## config.mk

```make
export PLATFORM = sky130hd
export DESIGN_NAME = rf_frame_tx
export DESIGN_NICKNAME = d
export VERILOG_FILES = /design/src/rtl/rf_frame_pkg.sv /design/src/rtl/rf_slot_timer.sv /design/src/rtl/rf_frame_tx.sv
export SDC_FILE = /design/constraint.sdc
export NUM_CORES = 1
export LEC_CHECK = 0
export CAP_MARGIN = 15
export CORE_ASPECT_RATIO = 0.9
export CORE_MARGIN = 5
export CORE_UTILIZATION = 31
export DETAILED_ROUTE_END_ITERATION = 6
export GPL_ROUTABILITY_DRIVEN = 0
export SLEW_MARGIN = 30
export SYNTH_ARGS = -nofsm -noshare
export SYNTH_HDL_FRONTEND = slang
export SYNTH_SLANG_ARGS = --single-unit
```

## constraint.sdc

```tcl
create_clock -name clk -period 2.7 [get_ports clk]
set_input_delay 0.81 -clock clk [delete_from_list [all_inputs] [get_ports clk]]
set_output_delay 0.81 -clock clk [all_outputs]
set_load 0.05 [all_outputs]
```

## src/rtl/rf_frame_pkg.sv

```systemverilog
`default_nettype none
// ---------------------------------------------------------------------------
// rf_frame_pkg : frame states, field/preamble constants, per-phase bit helpers
// Rev 1.0      | lead-in phase selected by RF_TX_LEADIN_EN
// ---------------------------------------------------------------------------
package rf_frame_pkg;

  typedef enum logic [2:0] {
    IDLE = 3'd0,
    LEAD = 3'd1,
    PRE  = 3'd2,
    FA   = 3'd3,
    SYNC = 3'd4,
    FB   = 3'd5,
    DONE = 3'd6
  } state_t;

  localparam int         PREAMBLE_LEN = 8;
  localparam int         SYNC_LEN     = 8;
  localparam int         FIELD_A_W    = 27;
  localparam int         FIELD_B_W    = 32;
  localparam logic [1:0] LEADIN_BITS  = 2'b10;
  localparam int         BITCNT_W     = 6;

  function automatic state_t next_phase(input state_t s);
    case (s)
`ifdef RF_TX_LEADIN_EN
      IDLE:    return LEAD;
`else
      IDLE:    return PRE;
`endif
      LEAD:    return PRE;
      PRE:     return FA;
      FA:      return SYNC;
      SYNC:    return FB;
      FB:      return DONE;
      default: return IDLE;
    endcase
  endfunction

  // Bits are sent from the highest index down, so a phase starts at its last index.
  function automatic logic [BITCNT_W-1:0] phase_last_idx(input state_t s);
    case (s)
      LEAD:    return BITCNT_W'($bits(LEADIN_BITS) - 1);
      PRE:     return BITCNT_W'(PREAMBLE_LEN - 1);
      FA:      return BITCNT_W'(FIELD_A_W - 1);
      SYNC:    return BITCNT_W'(SYNC_LEN - 1);
      FB:      return BITCNT_W'(FIELD_B_W - 1);
      default: return '0;
    endcase
  endfunction

  function automatic logic phase_bit(input state_t s,
                                     input logic [BITCNT_W-1:0]  idx,
                                     input logic [FIELD_A_W-1:0] fa,
                                     input logic [FIELD_B_W-1:0] fb);
    logic [FIELD_A_W-1:0] sa;
    logic [FIELD_B_W-1:0] sb;
    logic [1:0]           sl;
    sa = fa >> idx;
    sb = fb >> idx;
    sl = LEADIN_BITS >> idx;
    case (s)
      LEAD:      return sl[0];
      PRE, SYNC: return 1'b1;
      FA:        return sa[0];
      FB:        return sb[0];
      default:   return 1'b0;
    endcase
  endfunction

endpackage
`default_nettype wire

```

## src/rtl/rf_slot_timer.sv

```systemverilog
`default_nettype none
// ---------------------------------------------------------------------------
// rf_slot_timer : bit-slot clock counter, slot_end strobe and next-clock pulse window
// Rev 1.0
// ---------------------------------------------------------------------------
module rf_slot_timer #(
  parameter int BIT_CLKS  = 10000,
  parameter int PULSE_POS = 100,
  parameter int PULSE_W   = 1
) (
  input  logic clk,
  input  logic rst,
  input  logic i_run,
  output logic o_slot_end,
  output logic o_win_next
);

  localparam int               CNT_W  = (BIT_CLKS > 1) ? $clog2(BIT_CLKS) : 1;
  localparam int               CNT_WX = CNT_W + 1;
  localparam logic [CNT_W-1:0] c_last = CNT_W'(BIT_CLKS - 1);
  localparam logic [CNT_W-1:0] c_one  = CNT_W'(1);
  // One extra bit so the window end may equal BIT_CLKS itself.
  localparam logic [CNT_W:0]   c_win_lo = CNT_WX'(PULSE_POS);
  localparam logic [CNT_W:0]   c_win_hi = CNT_WX'(PULSE_POS + PULSE_W);

  logic [CNT_W-1:0] r_cnt;
  logic [CNT_W-1:0] w_cnt_next;
  logic [CNT_W:0]   w_cnt_next_x;

  always_comb begin
    w_cnt_next = '0;
    if (i_run && (r_cnt != c_last)) begin
      w_cnt_next = r_cnt + c_one;
    end
  end

  assign o_slot_end   = i_run && (r_cnt == c_last);
  assign w_cnt_next_x = {1'b0, w_cnt_next};
  assign o_win_next   = (w_cnt_next_x >= c_win_lo) && (w_cnt_next_x < c_win_hi);

  always_ff @(posedge clk or negedge rst) begin
    if (!rst) begin
      r_cnt <= '0;
    end else begin
      r_cnt <= w_cnt_next;
    end
  end

endmodule
`default_nettype wire

```

## src/rtl/rf_frame_tx.sv

```systemverilog
`default_nettype none
// ---------------------------------------------------------------------------
// rf_frame_tx : OOK frame transmitter (preamble, field_a, sync, field_b)
// Rev 1.0     | RF_TX_LEADIN_EN adds a two-slot lead-in before the preamble
// ---------------------------------------------------------------------------
module rf_frame_tx
  import rf_frame_pkg::*;
#(
  parameter int BIT_CLKS  = 10000,
  parameter int PULSE_POS = 100,
  parameter int PULSE_W   = 1
) (
  input  logic                 clk,
  input  logic                 rst,
  input  logic                 rx_mode,
  input  logic                 start,
  input  logic [FIELD_A_W-1:0] field_a,
  input  logic [FIELD_B_W-1:0] field_b,
  output logic                 rfout,
  output logic                 busy,
  output logic                 done
);

  localparam logic [BITCNT_W-1:0] c_bit_one = BITCNT_W'(1);

  generate
    if ((PULSE_POS + PULSE_W > BIT_CLKS) || (PULSE_W < 1) || (PULSE_POS < 0)) begin : g_bad_pulse
      $error("rf_frame_tx: pulse window does not fit inside one bit slot");
    end
  endgenerate

  state_t               r_state;
  logic [BITCNT_W-1:0]  r_bitcnt;
  logic [FIELD_A_W-1:0] r_fa;
  logic [FIELD_B_W-1:0] r_fb;
  logic                 w_accept;
  logic                 w_run;
  logic                 w_slot_end;
  logic                 w_win_next;
  logic                 w_bit_next;
  state_t               w_next_phase;

  assign w_accept     = (r_state == IDLE) && start && !rx_mode;
  assign w_run        = !(r_state inside {IDLE, DONE});
  assign w_next_phase = next_phase(r_state);

  rf_slot_timer #(
    .BIT_CLKS  (BIT_CLKS),
    .PULSE_POS (PULSE_POS),
    .PULSE_W   (PULSE_W)
  ) u_slot_timer (
    .clk        (clk),
    .rst        (rst),
    .i_run      (w_run),
    .o_slot_end (w_slot_end),
    .o_win_next (w_win_next)
  );

  // Bit that will be on air during the next clock, so rfout can be a flop
  // that is still aligned with the slot clock index.
  always_comb begin
    w_bit_next = 1'b0;
    if (w_accept) begin
      w_bit_next = phase_bit(w_next_phase, phase_last_idx(w_next_phase), field_a, field_b);
    end else if (w_run) begin
      if (!w_slot_end) begin
        w_bit_next = phase_bit(r_state, r_bitcnt, r_fa, r_fb);
      end else if (r_bitcnt != '0) begin
        w_bit_next = phase_bit(r_state, r_bitcnt - c_bit_one, r_fa, r_fb);
      end else begin
        w_bit_next = phase_bit(w_next_phase, phase_last_idx(w_next_phase), r_fa, r_fb);
      end
    end
  end

  always_ff @(posedge clk or negedge rst) begin
    if (!rst) begin
      r_state  <= IDLE;
      r_bitcnt <= '0;
      r_fa     <= '0;
      r_fb     <= '0;
      rfout    <= 1'b0;
      busy     <= 1'b0;
      done     <= 1'b0;
    end else begin
      rfout <= w_bit_next && w_win_next;
      done  <= 1'b0;
      case (r_state)
        IDLE: begin
          if (w_accept) begin
            r_state  <= w_next_phase;
            r_bitcnt <= phase_last_idx(w_next_phase);
            r_fa     <= field_a;
            r_fb     <= field_b;
            busy     <= 1'b1;
          end
        end
        DONE: begin
          r_state <= IDLE;
        end
        default: begin
          if (w_slot_end) begin
            if (r_bitcnt != '0) begin
              r_bitcnt <= r_bitcnt - c_bit_one;
            end else begin
              r_state  <= w_next_phase;
              r_bitcnt <= phase_last_idx(w_next_phase);
              if (w_next_phase == DONE) begin
                busy <= 1'b0;
                done <= 1'b1;
              end
            end
          end
        end
      endcase
    end
  end

endmodule
`default_nettype wire

```

# Word level (Yosys, flattened, before mapping)

Cells that the tools add are included.

Logic and storage cells: 96
Flip-flop bits (word level): 85
Input port bits: 63

Add/sub/neg operators: 2
Shift-type cells: 12
Bitwise gates (word level): 1
Eq/ne operators: 17
Reduce and logical (&&, ||, !) cells: 22
Mux-type cells: 32
Magnitude comparators: 2

Operators by type and width:

| operator                                             | count |
|---|---|
| right shift 32 x 6 -> 1 bit                          | 4 |
| right shift 27 x 6 -> 1 bit                          | 4 |
| 2-to-1 mux 6 bit                                     | 7 |
| right shift 2 x 6 -> 1 bit, first input constant     | 4 |
| case mux 5 bit (4 select lines)                      | 1 |
| equality test 3 bit, second input constant           | 6 |
| case mux 1 bit (4 select lines)                      | 4 |
| case mux 3 bit (5 select lines)                      | 1 |
| adder 14 x 1 -> 14 bit, second input constant        | 1 |
| equality test 14 bit, second input constant          | 1 |
| >= comparator 14 x 7 -> 1 bit, second input constant | 1 |
| < comparator 14 x 7 -> 1 bit, second input constant  | 1 |
| 2-to-1 mux 14 bit                                    | 1 |
| != test 14 bit, second input constant                | 1 |
| equality test 3 x 2 -> 1 bit, second input constant  | 4 |
| 2-to-1 mux 1 bit                                     | 12 |
| case mux 6 bit (2 select lines)                      | 1 |
| 2-to-1 mux 3 bit                                     | 3 |
| OR reduction 2 bit                                   | 4 |
| equality test 3 x 1 -> 1 bit, second input constant  | 2 |
| logical AND 1 bit                                    | 6 |
| case mux 3 bit (2 select lines)                      | 1 |
| AND reduction 3 bit                                  | 2 |
| nonzero test 2 bit                                   | 3 |
| 11 further kinds                                     | 13 |

# Logic depth before layout (Yosys ltp)

Gate-level depths: netlist of the first run.

Depth after elaboration: 17
Gate-level depth with buffers: 11

# Hierarchy

From an unflattened synthesis of the first run, not the netlist that was laid out.

Cells, all modules: 458
Area, all modules: 4867.2 um^2

By module, submodules not included:

| module        | cells an instance | times used | sequential area each (um^2) | area each (um^2) |
|---|---|---|---|---|
| rf_frame_tx   | 356               | 1          | 1776.7                      | 3973.8 |
| rf_slot_timer | 102               | 1          | 350.3                       | 893.4 |

# Worst setup path after synthesis of the first run

OpenSTA, ideal clock, no wires.

Path kind: reg-to-reg
From: register r_bitcnt[1]
To: register rfout
Buffers on the path: 2
Arrival: 2.339 ns
Slack: 0.241 ns
Stages on the path, launching flop included: 11
Library setup time: 0.120 ns
Path through: dfrtp_1 clkbuf_1 inv_1 ha_1 clkbuf_1 mux4_2 o211ai_2 a31oi_1 o211ai_2 a31oi_1 o211a_1

Longest elaborated chain between the ends: 8
Elaborated cells between the ends (all ways): 15

RTL lines:

| item                                                | RTL line           | source |
|---|---|---|
| start: declaration                                  | rf_frame_tx.sv:33  | `logic [BITCNT_W-1:0] r_bitcnt;` |
| start signal: assignment                            | rf_frame_tx.sv:92  | `r_bitcnt <= phase_last_idx(w_next_phase);` |
| start signal: assignment                            | rf_frame_tx.sv:104 | `r_bitcnt <= r_bitcnt - c_bit_one;` |
| start signal: assignment                            | rf_frame_tx.sv:107 | `r_bitcnt <= phase_last_idx(w_next_phase);` |
| subtractor 6 x 1 -> 6 bit                           | rf_frame_tx.sv:69  | `w_bit_next = phase_bit(r_state, r_bitcnt - c_bit_one, r_fa, r_fb);` |
| right shift 32 x 6 -> 1 bit (tied with other cells) | rf_frame_pkg.sv:61 | `sb = fb >> idx;` |
| case mux 1 bit (4 select lines)                     | rf_frame_pkg.sv:63 | `case (s)` |
| 2-to-1 mux 1 bit                                    | rf_frame_tx.sv:68  | `end else if (r_bitcnt != '0) begin` |
| 2-to-1 mux 1 bit *                                  | rf_frame_tx.sv:66  | `if (!w_slot_end) begin` |
| 2-to-1 mux 1 bit *                                  | rf_frame_tx.sv:65  | `end else if (w_run) begin` |
| 2-to-1 mux 1 bit *                                  | rf_frame_tx.sv:63  | `if (w_accept) begin` |
| logical AND 1 bit *                                 | rf_frame_tx.sv:86  | `rfout <= w_bit_next && w_win_next;` |
| end signal: assignment                              | rf_frame_tx.sv:86  |  |
| end: declaration                                    | rf_frame_tx.sv:19  | `output logic rfout,` |

Mark *: on every way between the ends. The rest lies on a longest branch, timed or not.
A chain may end at the register's enable or synchronous reset.

# Worst setup path after layout of the first run

From: register r_bitcnt[0]
To: register rfout

The elaborated chain is that of the path after synthesis.

==> out/qor.yml, run 1 <==
run_status:
  outcome: "finished, final reports clean"
clock_network:
  cts_buffers: 9
  numClockSinks: 85
  cts_tree: "yes"
  root_buffer: "clkbuf_16"
  clkLatencyLatePin_ns: 0.34
  htree_levels: 3
  path_clk_slew_ns: 0.06
  clk_path_buf_depth: 2
critical_path:
  slowest_stage: "dfrtp_1"
  cp_max_fo: 6
  slowest_delay_ns: 0.53
  cp-end-kind: "register"
  critical_path_class: "register to register"
  arrival_ns: 2.78
  critical_path.startpoint_type: "register"
  cp_num_buf_inv: 3
  critPathTopFamily: "compound AO/OA/AOI/OAI gates"
  crit_chain: "inv_2, ha_1, clkinv_1, nand2_1, a2111oi_0, buf_4, nor4_1, o221ai_1, o211ai_2, a31oi_1, o211a_1"
  crit_required_ns: 2.98
floorplan:
  dieArea_mm2: 0.01780
  row_count: 42
  initial_core_util_pct: 31.86
  die_h_um: 127.1
  die_x_um: 140.1
  core_area_mm2: 0.01482
  io_pins: 66
detailed_routing:
  detail_route.iter0.violations: 269
  vias: 3807
  drt-total-wl_um: 12210
  vias_per_cell: 5.362
  wire_per_inst_um: 17.20
  drc: 0
  firstDrtPassIters: 5
  ant_nets: 0
grt:
  grt_pass1_wl_um: 20010
  gr-total-overflow: 0
  antenna_found_initial: 0
  grt_pass1_vias: 3835
  grt_max_degree: 61
  grt.total_usage_pct: 13.99
logic_synthesis:
  yosysUniqueCellTypes: 62
  syn_nets: 502
  synth.cell_area_mm2: 0.004722
  postSynthCellCount: 436
  synth_edf_count: 0
  synth-main-ff-cell: "dfrtp_1"
  ys_ff_latch: 85
  ys_async_sr_fraction_pct: 100.0
  synth.avg_cell_area_um2: 10.83
  synth_seq_area_share_pct: 45.05
  yosys_warnings: 0
layout:
  fin_nets: 573
  antenna_cells: 0
  mostFrequentLayoutCells: "dfrtp_1, clkdlybuf4s50_1, mux2_2, nor2_1, nand2_1"
  fin_cells: 710
  layout_commonest_cell: "dfrtp_1"
  syn_to_final_growth_pct: 27.77
  drive_gt1_share_pct: 23.63
  multi_input_area_mm2: 0.002402
  final_cell_area_mm2: 0.006033
  fillers: 1443
  regArea_mm2: 0.002127
placed_design:
  pre_cts_ws_ns: 0.1205
  post_dp_cell_area_mm2: 0.005729
  portBuffers: 65
  post-dp-hpwl_um: 8993
  dp.cells: 694
pwr:
  clkPwrFrac_pct: 46.3
  power_mw: 2.599
  seqPwrFrac_pct: 49.0
  p_switching_mw: 0.5231
  p_comb_share_pct: 4.7
  ir_drop_mv: 0.2486
  switching_share_pct: 20.13
  internal-power_mw: 2.076
  power_leakage_nw: 2.690
  p_per_area_mw_per_mm2: 430.7
worst_hold_path:
  hp-class: "primary input to asynchronous set/reset pin"
timing:
  tightest_slew_ns: 0.5976
  max_clock_freq_ghz: 0.3995
  setup-violations-final: 0
  finalClockSkew_ns: 0.007177
  setup_ws_ns: 0.1966
  drv_slew: 0
  rsz0062_at_grt: "false"
  finalHoldViolations: 0
  period_share_pct: 92.72
  timing.slew.headroom_pct: 59.79
  finalCriticalPeriod_ns: 2.503
  final.setup.tns_ns: 0
run:
  cap_viol_max_count: 0
==> final cells by class <==
type / instances / share of cell area, %
clock buffer: 13 / 4.645
clock inverter: 3 / 0.2903
inverter: 12 / 0.7466
multi-input combinational: 307 / 39.82
sequential: 85 / 35.26
tap: 198 / 4.106
timing repair buffer: 92 / 15.14
==> per-stage QoR <==
step / util (%) / hold slack (ns)
2_1_floorplan: - / 0.4799
4_1_cts: 40.67 / 0.4510
6_report: 40.71 / 0.4435
3_3_place_gp: 38.66 / 0.4892
5_1_grt: 40.71 / 0.4824
3_5_place_dp: 38.66 / 0.4974
==> state kept, by name, summed over array words and instances (netlist names) <==
| register | cells |
|---|---|
| busy | 1 |
| done | 1 |
| r_bitcnt | 6 |
| r_fa | 27 |
| r_fb | 32 |
| r_state | 3 |
| rfout | 1 |
| u_slot_timer.r_cnt | 14 |
==> kinds of logic after synthesis <==
| family | after synthesis | synth area share [%] |
|---|---|---|
| buffers and inverters | 44 | 4.266 |
| xor gates and xnor gates | 21 | 3.895 |
| muxes | 71 | 18.26 |
| adders and majority gates | 3 | 0.7950 |
| AOI/OAI and AO/OA | 97 | 15.61 |
| DFF | 85 | 45.05 |
| and+or+nand+nor | 115 | 12.14 |
==> timing repair <==
item,4_1_cts,5_1_grt
endpoints found under the setup margin,0,2
hold buffers,0,0
gates resized for setup,0,1
setup buffers,0,0
==> layer usage <==
metal | vias up | wire, µm | global-route usage (%)
met5 | - | 0 | 0
met4 | 0 | 265 | 5.812
met3 | 20 | 721 | 3.064
met2 | 134 | 5754 | 21.95
met1 | 1871 | 5468 | 18.82
li1 | 1782 | - | -
==> final timing paths <==
kind | cells after the start | slack (ns) | end | from
min in group clk | 1 | 0.51 | r_fa[5]$_DFFE_PN0P_ | r_fa[5]$_DFFE_PN0P_
worst min register to register | 1 | 0.51 | r_fa[5]$_DFFE_PN0P_ | r_fa[5]$_DFFE_PN0P_
worst min-delay path | 1 | 0.44 | u_slot_timer.r_cnt[6]$_DFF_PN0_ | rst
worst max-delay path | 11 | 0.20 | rfout$_DFF_PN0_ | r_bitcnt[0]$_DFFE_PN0P_
max in group asynchronous | 2 | 1.62 | r_fb[17]$_DFFE_PN0P_ | rst
worst max register to register | 11 | 0.20 | rfout$_DFF_PN0_ | r_bitcnt[0]$_DFFE_PN0P_
==> Yosys cell counts (2+ instances only) <==
cell type / number / area [µm²]
nand3_1: 13 / 65.06
o31ai_1: 5 / 37.54
o22ai_1: 2 / 12.51
clkbuf_1: 11 / 41.29
nor4_1: 4 / 25.02
nor2_1: 30 / 112.6
mux2i_1: 4 / 40.04
o311ai_0: 3 / 26.28
o211ai_2: 2 / 25.02
nand4_1: 5 / 31.28
xor2_1: 11 / 96.34
buf_4: 3 / 22.52
mux2_2: 61 / 686.9
buf_1: 8 / 30.03
inv_1: 10 / 37.54
a221oi_1: 14 / 122.6
xnor2_1: 10 / 87.58
mux4_2: 6 / 135.1
dfrtp_1: 85 / 2127
nor2b_1: 4 / 25.02
and3_1: 4 / 25.02
a22oi_1: 13 / 97.59
a22o_1: 6 / 52.55
or3_1: 3 / 18.77
nor3_1: 13 / 65.06
o221ai_1: 3 / 26.28
o211ai_1: 4 / 30.03
nand2_1: 29 / 108.9
ha_1: 3 / 37.54
buf_2: 8 / 40.04
a221o_1: 3 / 30.03
a21oi_1: 12 / 60.06
a31oi_1: 7 / 43.79
o21ai_0: 8 / 40.04
buf_6: 2 / 22.52
==> power by group through the flow <==
| stage | clock [mW] | sequential, mW | combinational [mW] |
|---|---|---|---|
| finish | 1.20 | 1.27 | 0.122 |
| floorplan | 0 | 1.30 | 0.00226 |
| CTS | 1.25 | 1.27 | 0.127 |
| global placement | 0 | 1.30 | 0.125 |
| detailed placement | 0 | 1.30 | 0.127 |
| global route | 1.28 | 1.27 | 0.135 |
(Power assumes the default switching activity.)
==> run 2, diff against run 1 <==
Settings changed: CTS_BUF_LIST set to sky130_fd_sc_hd__clkbuf_4.
==> out/qor.yml, run 2 (same netlist as run 1, synthesis figures left out) <==
timing:
  finalHoldViolations: 0  # unchanged
  period_share_pct: 92.89  # +0.17 points
  tightest_slew_ns: 0.5989  # +0.001256 ns
  drv_slew: 0  # unchanged
  setup-violations-final: 0  # unchanged
  finalClockSkew_ns: 0.01230  # +0.005127 ns
  finalCriticalPeriod_ns: 2.508  # +0.004566 ns
  final.setup.tns_ns: 0  # unchanged
  timing.slew.headroom_pct: 59.71  # -0.085 points
  max_clock_freq_ghz: 0.3987  # -0.18%
  rsz0062_at_grt: "false"
pwr:
  power_leakage_nw: 2.598  # -3.4%
  p_per_area_mw_per_mm2: 340.4  # -21%
  ir_drop_mv: 0.2785  # +12%
  power_mw: 1.987  # -24%
placed_design:
  post-dp-hpwl_um: 8993  # unchanged
  portBuffers: 65  # unchanged
layout:
  syn_to_final_growth_pct: 23.58
  largest_reg_flops: 32  # unchanged
  reg_top3: "r_fb x32, r_fa x27, u_slot_timer.r_cnt x14"
  layout_commonest_cell: "dfrtp_1"
  mostFrequentLayoutCells: "dfrtp_1, clkdlybuf4s50_1, mux2_2, nor2_1, nand2_1"
  fin_nets: 573  # unchanged
  drive_gt1_share_pct: 22.85  # -0.78 points
  final_util_pct: 39.38  # -1.3 points
  top_register: "r_fb"
  antenna_cells: 0  # unchanged
critical_path:
  cp_max_fo: 11  # +5
  critical_path_class: "register to register"
  reg2reg_depth: 6  # -5
  r2r_slack_ns: 0.19  # about the same
  slowest_delay_ns: 0.56  # +0.03 ns
  critPathTopFamily: "simple AND/OR/NAND/NOR gates"
  critical_path.startpoint_type: "register"
  crit_chain: "or4_4, nor4_4, or2_2, nor2_1, nor4_2, o211a_1"
  cp-end-kind: "register"
  crit_required_ns: 3.09  # +0.11 ns
  arrival_ns: 2.90  # +0.12 ns
  slowest_stage: "or4_4"
  rr_startpoint: "u_slot_timer.r_cnt[6]$_DFF_PN0_"
  cp_num_buf_inv: 0  # -3
  reg2reg_to: "rfout$_DFF_PN0_"
floorplan:
  row_count: 42  # unchanged
  initial_core_util_pct: 31.86  # unchanged
  io_pins: 66  # unchanged
  core_area_mm2: 0.01482  # unchanged
  die_h_um: 127.1  # unchanged
  dieArea_mm2: 0.01780  # unchanged
  die_x_um: 140.1  # unchanged
grt:
  antenna_found_initial: 0  # unchanged
  grt.total_usage_pct: 13.96  # -0.032 points
  grt_pass1_wl_um: 19950  # -0.28%
  gr-total-overflow: 0  # unchanged
  grt_max_degree: 61  # unchanged
  grt_pass1_vias: 3817  # -0.47%
detailed_routing:
  detail_route.iter0.violations: 264  # -1.9%
  vias: 3785  # -0.58%
  drt-total-wl_um: 12080  # -1.1%
  wire_per_inst_um: 17.02  # -1.1%
  drc: 0  # unchanged
  vias_per_cell: 5.331  # -0.58%
  firstDrtPassIters: 5  # unchanged
  ant_nets: 0  # unchanged
clock_network:
  cts_tree: "yes"
  root_buffer: "clkbuf_4"
  clk_path_buf_depth: 2  # unchanged
  clkLatencyLatePin_ns: 0.45  # +0.11 ns
  numClockSinks: 85  # unchanged
  htree_levels: 3  # unchanged
  path_clk_slew_ns: 0.13  # +0.07 ns
  cts_buffers: 9  # unchanged
run_status:
  outcome: "finished, final reports clean"
run:
  cap_viol_max_count: 0  # unchanged
worst_hold_path:
  hp-class: "primary input to asynchronous set/reset pin"
-- run 2: worst max path at each step --
stage                                               start                 endpoint  slack [ns]  cells past startpoint
after floorplan                   r_bitcnt[1]$_DFFE_PN0P_          rfout$_DFF_PN0_        0.24                     10
after global placement    u_slot_timer.r_cnt[6]$_DFF_PN0_          rfout$_DFF_PN0_        0.14                      6
after detailed placement  u_slot_timer.r_cnt[6]$_DFF_PN0_          rfout$_DFF_PN0_        0.12                      6
after CTS                 u_slot_timer.r_cnt[6]$_DFF_PN0_          rfout$_DFF_PN0_        0.07                      6
after global routing      u_slot_timer.r_cnt[6]$_DFF_PN0_  r_bitcnt[5]$_DFFE_PN0P_        0.01                      7
final                     u_slot_timer.r_cnt[6]$_DFF_PN0_          rfout$_DFF_PN0_        0.19                      6
-- run 2: metrics by stage --
step / setup WS [ns] / hold WS (ns) / std cells / area (µm²)
after floorplan: 0.2408 / 0.4799 / 436 / 4722
after global placement: 0.1361 / 0.4892 / 694 / 5729
after detailed placement: 0.1205 / 0.4974 / 694 / 5729
after CTS: 0.06786 / 0.2918 / 710 / 5829
after global routing: 0.01272 / 0.3116 / 710 / 5836
final: 0.1920 / 0.3159 / 710 / 5836
-- run 2: area by class of cell --
class,instances,area [µm²]
tap,198,247.7
inverter,12,45.04
sequential,85,2127
timing repair buffer,92,913.4
multi-input combinational,307,2402
fill,1463,8984
clock buffer,9,67.56
clock inverter,7,32.53
-- run 2: timing repair --
item                       in CTS  in global routing
buffers inserted                0                  0
hold buffers                    0                  0
gates resized for setup         0                  1
setup endpoints to repair       0                  2
-- run 2: report_power, final --
group / internal (mW) / switching [mW]
Clock: 0.174 / 0.418
Sequential: 1.27 / 0
Combinational: 0.0816 / 0.0407
-- run 2: routing by layer --
layer / wire, µm / global-route usage (%)
met2: 5695 / 21.92
met3: 621 / 3.401
met4: 242 / 5.185
met5: 0 / 0
met1: 5522 / 18.80
==> run 3, diff against run 2 <==
Settings changed: CTS_CLUSTER_DIAMETER set to 80.
Clock period 2.7 ns to 2.98 ns, I/O delays scaled along.
==> out/qor.yml, run 3 (same netlist as run 1, synthesis figures left out) <==
detailed_routing:
  drt-total-wl_um: 11780  # -2.5%
  drc: 0  # unchanged
  detail_route.iter0.violations: 192  # -27%
  vias: 3738  # -1.2%
  ant_nets: 0  # unchanged
  wire_per_inst_um: 16.77  # -1.4%
  firstDrtPassIters: 4  # -1
  vias_per_cell: 5.325  # -0.12%
grt:
  grt.total_usage_pct: 13.61  # -0.35 points
  gr-total-overflow: 0  # unchanged
  antenna_found_initial: 1  # +1
  grt_pass1_wl_um: 19490  # -2.4%
  grt_pass1_vias: 3758  # -1.5%
  grt_max_degree: 52  # -15%
layout:
  mostFrequentLayoutCells: "dfrtp_1, clkdlybuf4s50_1, mux2_2, nor2_1, nand2_1"
  regArea_mm2: 0.002127  # unchanged
  fillers: 1437  # -1.8%
  fin_cells: 702  # -1.1%
  largest_reg_flops: 32  # unchanged
  reg_top3: "r_fb x32, r_fa x27, u_slot_timer.r_cnt x14"
  fin_nets: 565  # -1.4%
  drive_gt1_share_pct: 22.07  # -0.78 points
  layout_commonest_cell: "dfrtp_1"
  syn_to_final_growth_pct: 22.26
  top_register: "r_fb"
  final_util_pct: 38.96  # -0.42 points
  multi_input_area_mm2: 0.002396  # -0.26%
clock_network:
  postCtsHoldBufs: 0  # unchanged
  root_buffer: "clkbuf_4"
  cts_tree: "yes"
  numClockSinks: 85  # unchanged
  clkLatencyLatePin_ns: 0.46  # about the same
  cts-resized-gates: 0  # unchanged
  clk_path_buf_depth: 2  # unchanged
  cts_setup_buffers: 0  # unchanged
  htree_levels: 3  # unchanged
  cts_buffers: 9  # unchanged
  path_clk_slew_ns: 0.13  # about the same
placed_design:
  dp.cells: 686  # -1.2%
  post-dp-hpwl_um: 8535  # -5.1%
  pre_cts_ws_ns: 0.3179  # +0.1974 ns
  portBuffers: 65  # unchanged
timing:
  rsz0062_at_grt: "false"
  setup-violations-final: 0  # unchanged
  tightest_slew_ns: 0.6354  # +0.03656 ns
  drv_slew: 0  # unchanged
  finalHoldViolations: 0  # unchanged
  max_clock_freq_ghz: 0.3814  # -4.4%
  finalClockSkew_ns: 0.02688  # +0.01457 ns
  period_share_pct: 87.99  # -4.9 points
  timing.slew.headroom_pct: 57.25  # -2.5 points
  final.setup.tns_ns: 0  # unchanged
  setup_ws_ns: 0.3578  # +0.1658 ns
  whs_ns: 0.4167  # +0.1008 ns
  finalCriticalPeriod_ns: 2.622  # +0.1142 ns
critical_path:
  critical_path_class: "register to register"
  cp-end-kind: "register"
  arrival_ns: 3.03  # +0.13 ns
  rr_startpoint: "r_state[2]$_DFFE_PN0P_"
  slowest_stage: "and3b_4"
  critical_path.startpoint_type: "register"
  reg2reg_to: "rfout$_DFF_PN0_"
  slowest_delay_ns: 0.54  # -0.02 ns
  r2r_slack_ns: 0.36  # +0.17 ns
  crit_required_ns: 3.39  # +0.30 ns
  cp_max_fo: 22  # +11
  crit_chain: "and3b_4, a22oi_1, mux4_2, mux2i_1, o2111ai_1, a41oi_1, o211a_1"
  reg2reg_depth: 7  # +1
worst_hold_path:
  hp-class: "primary input to asynchronous set/reset pin"
pwr:
  ir_drop_mv: 0.2078  # -25%
  p_per_area_mw_per_mm2: 320.9  # -5.7%
  power_leakage_nw: 2.563  # -1.3%
run:
  cap_viol_max_count: 0  # unchanged
floorplan:
  die_h_um: 127.1  # unchanged
  io_pins: 66  # unchanged
  row_count: 42  # unchanged
  dieArea_mm2: 0.01780  # unchanged
  die_x_um: 140.1  # unchanged
  core_area_mm2: 0.01482  # unchanged
  initial_core_util_pct: 31.86  # unchanged
run_status:
  outcome: "finished, final reports clean"
run 3: cell count changes in the layout (fill, tap and decap cells not counted), moves of 2 or more:
cell      previous run  this run
clkbuf_4             9        14
buf_4               23        16
clkinv_1             5         1
clkinv_2             2         0
run 3: worst max path at each step:
stage,slack (ns),cells after the start,to,start
2_1_floorplan,0.52,10,rfout$_DFF_PN0_,r_bitcnt[1]$_DFFE_PN0P_
3_3_place_gp,0.34,7,r_bitcnt[5]$_DFFE_PN0P_,start
3_5_place_dp,0.32,5,r_fa[19]$_DFFE_PN0P_,start
4_1_cts,0.35,1,busy,busy$_DFFE_PN0P_
5_1_grt,0.21,7,rfout$_DFF_PN0_,r_state[1]$_DFFE_PN0P_
6_report,0.36,7,rfout$_DFF_PN0_,r_state[2]$_DFFE_PN0P_
run 3: where the power goes:
part           leakage, nW  internal [mW]  switching [mW]  total [mW]
Combinational         1.35         0.0740          0.0370       0.111
Sequential            1.15           1.15               0        1.15
Clock               0.0685          0.217           0.372       0.589
Total                 2.56           1.44           0.409        1.85
run 3: stage by stage:
step	cell area, µm²	total power [mW]
after floorplan	4722	1.178
after global placement	5657	1.289
after detailed placement	5657	1.290
after CTS	5771	1.891
after global routing	5773	1.940
final	5773	1.853
run 3: layout make-up:
type                    instances  share of cell area [%]
multi-input cells             307                   41.50
clock inverters                 1                  0.1517
diodes                          1                 0.04335
clock buffers                  14                   1.821
flip-flops and latches         85                   36.84
inverters                      12                  0.7802
well taps                     198                   4.291
repair buffers                 84                   14.56
run 3: routing by layer:
metal  wire (µm)  up-vias  global-route usage, %
li1            -     1761                      -
met1        5528     1851                  19.00
met2        5471      110                  20.74
met3         509       16                  2.728
met4         265        0                  5.584
met5           0        -                      0
run 3: critical path, delay by kind of cell (launching register included):
family | cells | cell delay, ns
compound gates | 4 | 0.88
mux | 2 | 0.63
simple gates | 1 | 0.54
flops | 1 | 0.52
